==> src/rtl/rename_regfile.sv <==
// Register alias table merged with the architectural register file.
// Optional macro RENAME_REGFILE_COMMIT_BYPASS_EN forwards same-cycle commits to reads.
module rename_regfile #(
  parameter int NUM_REGS      = 32,
  parameter int DATA_WIDTH    = 32,
  parameter int ROB_IDX_WIDTH = 5,
  parameter int NUM_READ      = 2,
  parameter int COMMIT_WIDTH  = 2,
  localparam int AW = $clog2(NUM_REGS)
) (
  input  logic                                  clk,
  input  logic                                  rst,
  input  logic                                  flush,
  input  logic                                  dis_valid,
  input  logic [AW-1:0]                         dis_rd_addr,
  input  logic [ROB_IDX_WIDTH-1:0]              dis_rob_idx,
  input  logic [NUM_READ*AW-1:0]                rd_addr,
  output logic [NUM_READ*DATA_WIDTH-1:0]        rd_data,
  output logic [NUM_READ-1:0]                   rd_ready,
  output logic [NUM_READ*ROB_IDX_WIDTH-1:0]     rd_rob_idx,
  input  logic [COMMIT_WIDTH-1:0]               cmt_valid,
  input  logic [COMMIT_WIDTH*AW-1:0]            cmt_rd_addr,
  input  logic [COMMIT_WIDTH*ROB_IDX_WIDTH-1:0] cmt_rob_idx,
  input  logic [COMMIT_WIDTH*DATA_WIDTH-1:0]    cmt_data,
  output logic [AW:0]                           busy_count
);

  logic [DATA_WIDTH-1:0]    data_q [NUM_REGS];
  logic [DATA_WIDTH-1:0]    data_d [NUM_REGS];
  logic [ROB_IDX_WIDTH-1:0] tag_q  [NUM_REGS];
  logic [ROB_IDX_WIDTH-1:0] tag_d  [NUM_REGS];
  logic [NUM_REGS-1:0]      busy_q;
  logic [NUM_REGS-1:0]      busy_d;
  logic [AW:0]              cnt_d;
  logic [AW-1:0]            ca;
  logic [AW-1:0]            ra;

  // Ascending port order lets the youngest commit win the data write.
  always_comb begin
    data_d = data_q;
    tag_d  = tag_q;
    busy_d = busy_q;
    ca     = '0;
    for (int c = 0; c < COMMIT_WIDTH; c++) begin
      ca = cmt_rd_addr[c*AW +: AW];
      if (cmt_valid[c] && ca != '0) begin
        data_d[ca] = cmt_data[c*DATA_WIDTH +: DATA_WIDTH];
        if (busy_q[ca] &&
            tag_q[ca] == cmt_rob_idx[c*ROB_IDX_WIDTH +: ROB_IDX_WIDTH])
          busy_d[ca] = 1'b0;
      end
    end
    if (flush) begin
      busy_d = '0;
    end else if (dis_valid && dis_rd_addr != '0) begin
      busy_d[dis_rd_addr] = 1'b1;
      tag_d[dis_rd_addr]  = dis_rob_idx;
    end
  end

  always_comb begin
    cnt_d = '0;
    for (int r = 0; r < NUM_REGS; r++)
      cnt_d = cnt_d + {{AW{1'b0}}, busy_d[r]};
  end

  always_ff @(posedge clk) begin
    if (rst) begin
      for (int r = 0; r < NUM_REGS; r++) begin
        data_q[r] <= '0;
        tag_q[r]  <= '0;
      end
      busy_q     <= '0;
      busy_count <= '0;
    end else begin
      data_q     <= data_d;
      tag_q      <= tag_d;
      busy_q     <= busy_d;
      busy_count <= cnt_d;
    end
  end

  always_comb begin
    rd_data    = '0;
    rd_ready   = '0;
    rd_rob_idx = '0;
    ra         = '0;
    for (int k = 0; k < NUM_READ; k++) begin
      ra = rd_addr[k*AW +: AW];
      rd_data[k*DATA_WIDTH +: DATA_WIDTH]          = data_q[ra];
      rd_ready[k]                                  = ~busy_q[ra];
      rd_rob_idx[k*ROB_IDX_WIDTH +: ROB_IDX_WIDTH] = tag_q[ra];
`ifdef RENAME_REGFILE_COMMIT_BYPASS_EN
      for (int c = 0; c < COMMIT_WIDTH; c++) begin
        if (cmt_valid[c] && ra != '0 && busy_q[ra] &&
            cmt_rd_addr[c*AW +: AW] == ra &&
            cmt_rob_idx[c*ROB_IDX_WIDTH +: ROB_IDX_WIDTH] == tag_q[ra]) begin
          rd_ready[k] = 1'b1;
          rd_data[k*DATA_WIDTH +: DATA_WIDTH] =
            cmt_data[c*DATA_WIDTH +: DATA_WIDTH];
        end
      end
`endif
    end
  end

endmodule

==> config.mk <==
export PLATFORM = sky130hd
export DESIGN_NAME = rename_regfile
export DESIGN_NICKNAME = d
export VERILOG_FILES = /design/src/rtl/rename_regfile.sv
export SDC_FILE = /design/constraint.sdc
export NUM_CORES = 2
export LEC_CHECK = 0
export CORE_UTILIZATION = 50
export DETAILED_ROUTE_END_ITERATION = 8
export DONT_BUFFER_PORTS = 1
export PLACE_DENSITY = 0.73
export RECOVER_POWER = 25
export SLEW_MARGIN = 20
export SYNTH_ARGS = -nofsm -noshare
export SYNTH_HDL_FRONTEND = slang
export SYNTH_SLANG_ARGS = --single-unit
==> constraint.sdc <==
create_clock -name clk -period 10.3 [get_ports clk]
set_input_delay 2.06 -clock clk [delete_from_list [all_inputs] [get_ports clk]]
set_output_delay 2.06 -clock clk [all_outputs]
set_load 0.1 [all_outputs]
==> results.yml <==
sta:
  final.period_utilization_pct: 95.13
  hold_viol_final: 0
  setup_viol: 0
  rsz0062_at_grt: "no"
  drv_slew: 1261
  tightest_slew_ns: 9.254
  clock-skew-final_ns: 0.02495
  fmax_ghz: 0.1021
  fin_crit_ns: 9.798
  holdWs_ns: 0.4786
  slew_headroom_pct: -516.9
  fin_setup_tns_ns: 0
critical_path:
  path_max_fanout: 35
  worst-path-stages: 18
  critPathMaxStageDelay_ns: 2.74
  path_cells: "nor3b_2 -> clkbuf_1 -> nand2_4 -> nor2_1 -> o31a_1 -> fa_1 -> fa_1 -> fa_1 -> fa_1 -> inv_1 -> ha_1 -> inv_1 -> fa_1 -> inv_1 -> a21o_1 -> a21oi_1 -> xor2_1 -> nor2_1"
  required_ns: 10.96
  slowest_stage: "clkbuf_1"
  timing.rr.start: "tag_q[154]"
  critPathLaunchType: "input port"
  critical_path_class: "in -> reg"
  crit_end: "busy_count[4]"
  rrSetupSlack_ns: 2.30
  critPathBufInv: 4
  rr_worst_depth: 25
  crit_family: "buffers and inverters"
  r2r-end: "busy_count[4]"
  arrival_ns: 10.46
  cp_common_cell: "fa_1"
  cp-startpoint: "cmt_rd_addr[3]"
  cp-end-kind: "flip-flop"
drt:
  drt_iter0_drc: 10800
  drtPass1Iterations: 7
  wl_per_cell_um: 35.31
  antenna_left: 0
  drc: 0
  dr_total_vias: 66210
  viasPerCell: 7.510
  wl_um: 311300
placement:
  gp_congestion: 1.028
  port_buffers: 0
  hpwl_um: 166900
logic_synthesis:
  synthDominantCellAreaShare_pct: 32.37
  syn_area_um2: 75570
  syn_inst: 7425
  synth_edf_count: 0
  synth_area_leaders: "dfxtp_1 (32%), mux4_2 (23%), mux2i_1 (13%), a211oi_1 (7.3%), nor2_1 (5.7%)"
  synth_seq_area_share_pct: 32.37
  synth_cell_type_count: 61
  synth_top_area_cell: "dfxtp_1"
  ys.warnings.count: 0
  syn_area_per_cell_um2: 10.18
  synth-main-ff-cell: "dfxtp_1"
  ys_ff_latch: 1222
  syn-num-nets: 7566
  async_reset_ff_share_pct: 0
power:
  pwr-share-comb_pct: 7.0
  p_clk_share_pct: 46.8
  p_sw_w: 0.002610
  seqPwrFrac_pct: 46.2
  p_int_w: 0.007951
  p_sw_share_pct: 24.72
  peakVddDrop_uv: 174.5
  power_leakage_nw: 28.61
  power_per_cell_area_nw_per_um2: 131.9
cts:
  post_cts_resized: 0
  cts.sinks: 1222
  root_buffer: "clkbuf_16"
  post-cts-setup-buffer-count: 0
  clk_pin_slew_ns: 0.06
  insertion_delay_ns: 0.80
  postCtsHoldBufs: 0
  clockBufferDepth: 3
  cts.htree.levels: 4
  cts_tree: "done"
  numCtsBuffers: 134
final_layout:
  final_cell_mix: "dfxtp_1 (1222), nor2_1 (1137), mux2i_1 (1002)"
  mostFrequentLayoutCell: "dfxtp_1"
  layout.nets: 6836
  syn2layout_area_growth_pct: 5.909
  drive_above_1_share_pct: 18.09
global_routing:
  use_met3_pct: 14.50
  grt_pass1_vias: 63220
  antenna_found_initial: 11
  grt_start_max_net_pins: 1217
  grt_use_total_pct: 39.82
  top_usage_layer: "met2"
  grt_pass1_wl_um: 445700
  grt-ovfl-total: 0
  met2_usage_pct: 56.46
  gr-usage-met1_pct: 49.94
status:
  outcome: "finished with violations"
  failed_checks: "max-capacitance violations, max-slew violations"
die:
  core.rowCount: 142
  die-area_um2: 152700
  die_y_um: 390.8
  initial_core_util_pct: 50.40
  fp.dieW_um: 390.8
  ios: 192
  core_um2: 150000
flow_run:
  max_cap_viol_count: 17
worst_hold_path:
  hold_class: "reg -> reg"
worst min-delay path by stage:
stage | startpoint | end | depth (start not counted)
6_report | data_q[1014] | data_q[1014] | 1
5_1_grt | data_q[995] | data_q[995] | 1
3_3_place_gp | data_q[1006] | data_q[1006] | 1
4_1_cts | data_q[994] | data_q[994] | 1
2_1_floorplan | data_q[1000] | data_q[1000] | 1
3_5_place_dp | data_q[994] | data_q[994] | 1
worst register-to-register path, stage by stage (launching register included):
cell and delay, ns:
dfxtp_1 0.45, mux2i_1 0.24, o22ai_1 0.10, or4_1 0.58
or3_1 0.33, a22oi_1 0.47, or3b_1 0.46, buf_4 0.28
nor4_1 0.47, o32ai_1 0.18, fa_1 0.58, inv_1 0.06
fa_1 0.56, fa_1 0.46, fa_1 0.51, fa_1 0.53
fa_1 0.42, inv_1 0.07, ha_1 0.18, inv_1 0.07
fa_1 0.46, inv_1 0.07, a21o_1 0.11, a21oi_1 0.08
xor2_1 0.13, nor2_1 0.05
cells by family after synthesis:
| group | count (synthesis) | synth area share (%) |
|---|---|---|
| AOI/OAI and AO/OA | 1213 | 12.28 |
| adders and majority gates | 31 | 0.7516 |
| buffers and inverters | 1010 | 5.210 |
| muxes | 1855 | 37.54 |
| xor gates and xnor gates | 5 | 0.05794 |
| and+or+nand+nor | 2089 | 11.79 |
| DFF | 1222 | 32.37 |
power groups by stage:
stage	registers, W	logic, W	clock network (W)
2_1_floorplan	0.00495	0.000824	0
3_3_place_gp	0.00497	0.000634	0
3_5_place_dp	0.00498	0.000644	0
4_1_cts	0.00487	0.000647	0.00493
5_1_grt	0.00488	0.000756	0.00512
6_report	0.00488	0.000744	0.00494
cells in the mapped netlist, types with 8 or more instances:
cell type / count
a311oi_1: 256
o41ai_1: 18
nor2b_1: 54
a211oi_1: 736
a21oi_1: 58
mux2_2: 75
buf_2: 36
nor3b_1: 10
nor3_1: 21
mux4_2: 776
buf_1: 119
dfxtp_1: 1222
inv_1: 39
o21ai_0: 8
or4_1: 14
mux2i_1: 1004
clkbuf_1: 797
and2_1: 10
and3_1: 8
or4bb_1: 11
nand4_1: 9
nor2_1: 1149
nand2_1: 400
nor4_1: 23
o32ai_1: 14
or3_1: 12
nand3_1: 333
fa_1: 24
o22ai_1: 82
buf_6: 10
o31a_1: 8
state kept, by name, indices dropped and copies added (netlist names):
signal,cells
tag_q,160
data_q,1024
busy_count,6
busy_q,32
routing by layer:
layer | share of wire [%] | wire length, um
met1 | 35 | 107600
met2 | 42 | 130700
met3 | 15 | 46620
met4 | 8.4 | 26140
met5 | 0.059 | 183
layout make-up:
class | instances | area, um2
Inverter | 41 | 153.9
Sequential cell | 1222 | 24460
Antenna cell | 11 | 27.53
Fill cell | 12860 | 69910
Tap cell | 2016 | 2522
Clock inverter | 42 | 521.8
Timing Repair Buffer | 103 | 787.0
Multi-Input combinational cell | 5193 | 47680
Clock buffer | 188 | 3880
metrics by stage:
stage          std cells  utilization [%]  area [um2]  total power [W]  setup slack (ns)
6_report            8816            53.38       80040          0.01056            0.5016
5_1_grt             8811            53.37       80030          0.01076            0.8144
4_1_cts             8799            53.33       79970          0.01045             1.388
3_5_place_dp        8569            50.40       75570         0.005621            0.6064
3_3_place_gp        8569            50.40       75570         0.005605            0.6933
2_1_floorplan       7425                -       75580         0.005777             1.308
Power figures use the tool's default switching activity.
